[src/rtl/fifo_rd_pkg.sv]
// Shared types and helpers for the FIFO read-side stream master.
package fifo_rd_pkg;

  localparam int SKID_DEPTH_DEF = 3;

  typedef enum logic [0:0] {
    IDLE  = 1'b0,
    DRAIN = 1'b1
  } rd_state_e;

  // A threshold of zero would start a burst on an empty FIFO; clamp it to one.
  function automatic logic [15:0] eff_thresh(input logic [15:0] thresh);
    return (thresh == 16'd0) ? 16'd1 : thresh;
  endfunction

endpackage

[src/rtl/fifo_rd_stream_if.sv]
// Valid/ready stream with burst framing, as produced by the FIFO read master.
interface fifo_rd_stream_if #(
  parameter int WIDTH = 8
);
  logic             valid;
  logic [WIDTH-1:0] data;
  logic             last;
  logic             ready;

  modport master (output valid, data, last, input ready);
  modport slave  (input valid, data, last, output ready);
endinterface

[src/rtl/fifo_rd_skid.sv]
// Small circular buffer that absorbs words already popped from the FIFO.
module fifo_rd_skid #(
  parameter int DEPTH = 3,
  parameter int WIDTH = 9
) (
  input  logic                         clk,
  input  logic                         rst,
  input  logic                         push,
  input  logic [WIDTH-1:0]             push_data,
  input  logic                         pop,
  output logic [WIDTH-1:0]             head,
  output logic [$clog2(DEPTH+1)-1:0]   count
);

  localparam int PW = (DEPTH > 1) ? $clog2(DEPTH) : 1;
  localparam int CW = $clog2(DEPTH + 1);

  logic [WIDTH-1:0] mem_q [DEPTH];
  logic [WIDTH-1:0] mem_d [DEPTH];
  logic [PW-1:0]    wr_ptr_q, wr_ptr_d;
  logic [PW-1:0]    rd_ptr_q, rd_ptr_d;
  logic [CW-1:0]    count_q, count_d;

  function automatic logic [PW-1:0] ptr_inc(input logic [PW-1:0] p);
    return (p == PW'(DEPTH - 1)) ? '0 : p + PW'(1);
  endfunction

  always_comb begin
    mem_d    = mem_q;
    wr_ptr_d = wr_ptr_q;
    rd_ptr_d = rd_ptr_q;
    count_d  = count_q;
    if (push) begin
      mem_d[wr_ptr_q] = push_data;
      wr_ptr_d        = ptr_inc(wr_ptr_q);
    end
    if (pop) begin
      rd_ptr_d = ptr_inc(rd_ptr_q);
    end
    case ({push, pop})
      2'b10:   count_d = count_q + CW'(1);
      2'b01:   count_d = count_q - CW'(1);
      default: count_d = count_q;
    endcase
  end

  always_ff @(posedge clk) begin
    if (rst) begin
      mem_q    <= '{default: '0};
      wr_ptr_q <= '0;
      rd_ptr_q <= '0;
      count_q  <= '0;
    end else begin
      mem_q    <= mem_d;
      wr_ptr_q <= wr_ptr_d;
      rd_ptr_q <= rd_ptr_d;
      count_q  <= count_d;
    end
  end

  assign head  = mem_q[rd_ptr_q];
  assign count = count_q;

endmodule

[src/rtl/fifo_rd_stream.sv]
// Read-side master for sync_fifo: threshold-started bursts popped into a skid buffer.
//   state | meaning
//   IDLE  | waiting for level >= threshold (or flush) with FIFO not empty
//   DRAIN | popping while buffer has room, until a last-tagged pop or FIFO empty
module fifo_rd_stream
  import fifo_rd_pkg::*;
#(
  parameter int FIFO_PTR   = 4,
  parameter int FIFO_WIDTH = 8,
  parameter int SKID_DEPTH = SKID_DEPTH_DEF
) (
  input  logic                  fifo_clk,
  input  logic                  fifo_rst,
  input  logic                  en,
  input  logic                  flush,
  input  logic [FIFO_PTR:0]     cfg_thresh,
  input  logic [FIFO_PTR:0]     cfg_burst_len,
  output logic                  fifo_rden,
  input  logic [FIFO_WIDTH-1:0] fifo_rddata,
  input  logic                  fifo_empty,
  input  logic [FIFO_PTR:0]     fifo_data_avail,
  fifo_rd_stream_if.master      out_if,
  output logic                  busy
);

  localparam int CW = $clog2(SKID_DEPTH + 1);
  localparam logic [FIFO_PTR:0] ONE = {{FIFO_PTR{1'b0}}, 1'b1};

  rd_state_e           state_q, state_d;
  logic [FIFO_PTR:0]   beat_cnt_q, beat_cnt_d;
  logic [FIFO_PTR:0]   burst_len_q, burst_len_d;
  logic                inflight_q, inflight_d;
  logic                last_tag_q, last_tag_d;
  logic                start, room, pop_tag;
  logic [CW-1:0]       buf_cnt;
  logic [FIFO_WIDTH:0] head;
  logic                out_valid;

  always_comb begin
    state_d     = state_q;
    beat_cnt_d  = beat_cnt_q;
    burst_len_d = burst_len_q;
    start   = en & ~fifo_empty &
              ((16'(fifo_data_avail) >= eff_thresh(16'(cfg_thresh))) | flush);
    room    = (32'(buf_cnt) + 32'(inflight_q)) < 32'(SKID_DEPTH);
    // Level of exactly one means this pop empties the FIFO; later writes start a new burst.
    pop_tag = ((burst_len_q != '0) & (beat_cnt_q == burst_len_q - ONE)) |
              (fifo_data_avail == ONE);
    fifo_rden  = (state_q == DRAIN) & en & ~fifo_empty & room;
    inflight_d = fifo_rden;
    last_tag_d = fifo_rden & pop_tag;
    case (state_q)
      IDLE: begin
        if (start) begin
          state_d     = DRAIN;
          beat_cnt_d  = '0;
          burst_len_d = cfg_burst_len;
        end
      end
      DRAIN: begin
        if (fifo_rden) begin
          beat_cnt_d = beat_cnt_q + ONE;
          if (pop_tag) state_d = IDLE;
        end else if (fifo_empty) begin
          state_d = IDLE;
        end
      end
      default: state_d = IDLE;
    endcase
  end

  always_ff @(posedge fifo_clk) begin
    if (fifo_rst) begin
      state_q     <= IDLE;
      beat_cnt_q  <= '0;
      burst_len_q <= '0;
      inflight_q  <= 1'b0;
      last_tag_q  <= 1'b0;
    end else begin
      state_q     <= state_d;
      beat_cnt_q  <= beat_cnt_d;
      burst_len_q <= burst_len_d;
      inflight_q  <= inflight_d;
      last_tag_q  <= last_tag_d;
    end
  end

  fifo_rd_skid #(
    .DEPTH (SKID_DEPTH),
    .WIDTH (FIFO_WIDTH + 1)
  ) u_skid (
    .clk       (fifo_clk),
    .rst       (fifo_rst),
    .push      (inflight_q),
    .push_data ({last_tag_q, fifo_rddata}),
    .pop       (out_valid & out_if.ready),
    .head      (head),
    .count     (buf_cnt)
  );

  assign out_valid    = (buf_cnt != '0);
  assign out_if.valid = out_valid;
  assign out_if.data  = out_valid ? head[FIFO_WIDTH-1:0] : '0;
  assign out_if.last  = out_valid & head[FIFO_WIDTH];
  assign busy         = (state_q == DRAIN) | inflight_q | out_valid;

endmodule

[src/flat_wrapper.sv]
// flat-port wrapper written by rule: the top's interface ports become plain ports
module fifo_rd_stream_flat import fifo_rd_pkg::*;
#(
  parameter int FIFO_PTR   = 4,
  parameter int FIFO_WIDTH = 8,
  parameter int SKID_DEPTH = SKID_DEPTH_DEF
)
  (fifo_clk, fifo_rst, en, flush, cfg_thresh, cfg_burst_len, fifo_rden, fifo_rddata, fifo_empty, fifo_data_avail, busy, out_if_valid, out_if_data, out_if_last, out_if_ready);
  fifo_rd_stream_if #(.WIDTH((8))) out_if_i ();
  input  logic fifo_clk;
  input  logic fifo_rst;
  input  logic en;
  input  logic flush;
  input  logic [FIFO_PTR:0] cfg_thresh;
  input  logic [FIFO_PTR:0] cfg_burst_len;
  output logic fifo_rden;
  input  logic [FIFO_WIDTH-1:0] fifo_rddata;
  input  logic fifo_empty;
  input  logic [FIFO_PTR:0] fifo_data_avail;
  output logic busy;
  output wire logic [$bits(out_if_i.valid)-1:0] out_if_valid;
  output wire logic [$bits(out_if_i.data)-1:0] out_if_data;
  output wire logic [$bits(out_if_i.last)-1:0] out_if_last;
  input wire logic [$bits(out_if_i.ready)-1:0] out_if_ready;
  assign out_if_valid = out_if_i.valid;
  assign out_if_data = out_if_i.data;
  assign out_if_last = out_if_i.last;
  assign out_if_i.ready = out_if_ready;
  fifo_rd_stream #(.FIFO_PTR(FIFO_PTR), .FIFO_WIDTH(FIFO_WIDTH), .SKID_DEPTH(SKID_DEPTH)) u_core (.fifo_clk(fifo_clk), .fifo_rst(fifo_rst), .en(en), .flush(flush), .cfg_thresh(cfg_thresh), .cfg_burst_len(cfg_burst_len), .fifo_rden(fifo_rden), .fifo_rddata(fifo_rddata), .fifo_empty(fifo_empty), .fifo_data_avail(fifo_data_avail), .out_if(out_if_i), .busy(busy));
endmodule
[config.mk]
export PLATFORM = sky130hd
export DESIGN_NAME = fifo_rd_stream_flat
export DESIGN_NICKNAME = d
export VERILOG_FILES = /design/src/rtl/fifo_rd_pkg.sv /design/src/rtl/fifo_rd_stream_if.sv /design/src/rtl/fifo_rd_skid.sv /design/src/rtl/fifo_rd_stream.sv /design/src/flat_wrapper.sv
export SDC_FILE = /design/constraint.sdc
export NUM_CORES = 1
export LEC_CHECK = 0
export BUFFER_PORTS_ARGS = -buffer_cell sky130_fd_sc_hd__buf_2
export CAP_MARGIN = 20
export CELL_PAD_IN_SITES_DETAIL_PLACEMENT = 1
export CELL_PAD_IN_SITES_GLOBAL_PLACEMENT = 2
export CORE_MARGIN = 1
export CORE_UTILIZATION = 36
export DETAILED_ROUTE_END_ITERATION = 6
export PLACE_DENSITY_LB_ADDON = 0.2
export SLEW_MARGIN = 20
export SYNTH_ARGS = -nofsm -noshare
export SYNTH_HDL_FRONTEND = slang
export SYNTH_SLANG_ARGS = --single-unit
[constraint.sdc]
create_clock -name fifo_clk -period 3.8 [get_ports fifo_clk]
set_input_delay 0.76 -clock fifo_clk [delete_from_list [all_inputs] [get_ports fifo_clk]]
set_output_delay 0.76 -clock fifo_clk [all_outputs]
set_load 0.05 [all_outputs]
==> key figures <==
Status
  • Status: completed

STA
  • Period minus WS final: 2780 ps
  • Final Setup Violations: 0
  • Final worst path period share: 0.7315
  • Layout Skew: 7.867 ps
  • Setup tns final: 0 ps
  • Slew at the pin closest to its max-slew limit: 823.1 ps
  • PnR worst setup slack: 1020 ps
  • Final Hold Fails: 0
  • Slew HR: 0.4493
  • Final-report max-slew violation count: 0
  • RSZ-0062 raised after global routing: no
  • Max Fclk: 359.7 MHz

Cells and area
  • Post-layout util: 0.4356
  • Storage element area: 920.9 µm²
  • Most common cell after layout, fill and taps aside: nor2_1
  • Layout Nets: 329
  • Multi-input logic area: 1281 µm²
  • Fillers: 747
  • N_diodes: 0
  • Fraction of layout cells with a size suffix above 1: 0.1966
  • Syn-to-layout area delta: 14.43%
  • Most frequent cells in the layout: 59 x nor2_1, 46 x dfxtp_1, 41 x mux2i_1

Clocking
  • CTS clk-pin slew, worst paths: 80 ps
  • H-tree Lvls: 2
  • Post-CTS sizing: 0
  • CTS Hold Buffers Added: 0
  • Clk sinks: 46
  • TritonCTS Buffers: 5
  • CTS tree: built
  • Postcts setup bufs: 0
  • Clk Latency, worst-skew pair: 290 ps
  • Clock buffer depth: 2
  • Root Buffer: clkbuf_8

Place
  • Placer Congestion: 0.7042
  • DPL Wire Length: 3.575 mm
  • Port bufs: 40
  • Place WS: 1295 ps

Yosys
  • Yosys reg bits: 46
  • Post-synthesis instance area: 2307 µm²
  • Largest cells by area after synthesis: dfxtp_1 40%, mux2i_1 18%, nor2_1 9.6%
  • Yosys top cell by area: dfxtp_1
  • Synth Net Count: 294
  • Library cells used by synthesis: 39
  • Cells after synthesis: 255
  • Ys Warns: 0
  • Yosys top cell area share: 0.3991
  • Part of the Yosys area used for sequential elements: 0.3991
  • Mean Syn Cell Area: 9.048 µm²

Setup path
  • Buf/Inv on CP: 1
  • Setup Crit Path Kind: flop to output port
  • Crit path from: u_core.u_skid.rd_ptr_q[0]
  • Crit start category: flop
  • Largest delay share family, worst path: simple AND/OR/NAND/NOR gates
  • Worst endpoint required time: 3040 ps
  • R2R Path Start: u_core.u_skid.count[0]
  • CP max stage delay: 650 ps
  • Slowest CP cell: nor2b_1
  • CP Capture Type: output port
  • CP max FO: 14
  • Crit path DAT: 2020 ps
  • Crit path cell chain: nor2b_1 -> a21oi_1 -> nor2_1 -> buf_2

Hold path
  • Min-delay src: u_core.u_skid.mem_q[26]
  • Hold Crit Class: flop to flop

Global route
  • Grt met3 use: 0.03667
  • Global-route wire length before repair: 8.418 mm
  • Met1 Resource Use GR: 0.2346
  • Routing usage on met2: 0.2512
  • Total GRT Usage: 0.1662
  • Largest net degree at the start of global routing: 45
  • Antenna violations before repair: 0
  • Vias in the first global route: 1732
  • Busiest grt layer: met2
  • Gr ovfl total: 0

Floorplanning
  • # IOs: 41
  • Die width: 82.06 µm
  • Core footprint: 6061 µm²
  • Die area: 6733 µm²
  • Starting Density: 0.3807
  • Row count: 28
  • Die Y: 82.06 µm

Drt
  • DR iter-0 viols: 37
  • Routed wire per std cell: 13.56 µm
  • Vias/cell: 4.959
  • DRC Markers: 0
  • Antenna-violating nets left: 0
  • First-pass iteration count of the detailed router: 4
  • Via count: 1810
  • WL final: 4.948 mm

Pwr
  • Maximum VDD drop: 0.0001539 V
  • Leakage power: 1.210 nW
  • Pwr/cell area: 333.2 nW/µm²

Job
  • Max_cap viols: 0
[power by group]
| part | switching [mW] | internal [mW] | leakage, nW |
|---|---|---|---|
| combinational | 0.0579 | 0.0401 | 0.802 |
| clock | 0.159 | 0.126 | 0.0373 |
| sequential | 0.00866 | 0.488 | 0.371 |
[flip-flops by register name, summed over array words and instances (netlist names)]
name	count
u_core.u_skid.wr_ptr_q	2
u_core.beat_cnt_q	5
u_core.state_q	1
u_core.u_skid.count	2
u_core.u_skid.rd_ptr_q	2
u_core.last_tag_q	1
u_core.inflight_q	1
u_core.u_skid.mem_q	27
u_core.burst_len_q	5
[worst reg2reg max path, stage by stage, from the launching register on]
cell     delay, ps
dfxtp_1        360
nor2_1         640
inv_1          120
nand2_1        190
inv_1           70
ha_1           330
or3_1          350
a21oi_1        130
[through the flow]
step / hold WS (ps) / power, mW / std cells / area (µm²)
3_5_place_dp: 483.7 / 0.6078 / 357 / 2549
5_1_grt: 534.4 / 0.9235 / 365 / 2640
4_1_cts: 503.9 / 0.8944 / 364 / 2629
2_1_floorplan: 457.9 / 0.5731 / 255 / 2307
6_report: 497.2 / 0.8797 / 365 / 2640
3_3_place_gp: 474.6 / 0.6062 / 357 / 2549
[final cells by class]
type | count | area share
well taps | 75 | 0.03555
flip-flops and latches | 46 | 0.3488
repair buffers | 42 | 0.08294
clock inverters | 1 | 0.002844
multi-input cells | 183 | 0.4853
clock buffers | 6 | 0.02749
inverters | 12 | 0.01706
[path summary, 6_finish.rpt]
kind                                           endpoint  slack [ps]  cells past startpoint
worst max-delay path                     out_if_data[2]        1020                      4
worst min-delay path            u_core.u_skid.mem_q[26]         500                      2
worst max register to register   u_core.u_skid.count[1]        1540                      7
worst min register to register  u_core.u_skid.mem_q[26]         500                      2
[kinds of logic (layout without fill, tap and decap cells)]
family	count (synthesis)	in the layout	share of synthesized area
flops	46	46	0.3991
simple gates	92	92	0.1768
fa+ha+maj	10	10	0.05423
compound gates	29	29	0.1014
buf+inv	26	61	0.04772
mux	42	42	0.1828
xor+xnor	10	10	0.03796
[cell usage after synthesis]
cell type  count
nor3b_1        3
xor2_1         6
clkbuf_1       9
nor3_1         4
or3_1          1
nand2_1        8
o211ai_2       1
buf_2          4
a311o_1        1
nand3_1        4
o21ai_1        1
and2_1         1
o311ai_4       1
mux2_2         1
xnor2_1        4
a22oi_1        1
a41o_1         1
dfxtp_1       46
inv_1         11
mux2i_1       41
o211ai_1       2
a2111oi_4      1
nor2b_1        1
a21oi_1       15
nand2b_1       4
a21o_1         1
nand4_1        2
o21ai_0        1
nand2_2        1
o2111ai_2      1
inv_2          1
nor2_1        59
nor4bb_1       1
o22a_1         1
buf_6          1
o21ai_2        1
ha_1          10
nand3b_1       2
nor4_1         1
[routing by layer]
metal / part of all wire / vias to the layer above
met5: 0 / -
met2: 0.43 / 21
met1: 0.53 / 851
li1: - / 933
met3: 0.023 / 5
met4: 0.012 / 0
No activity file was read; power rests on OpenSTA's default activity.
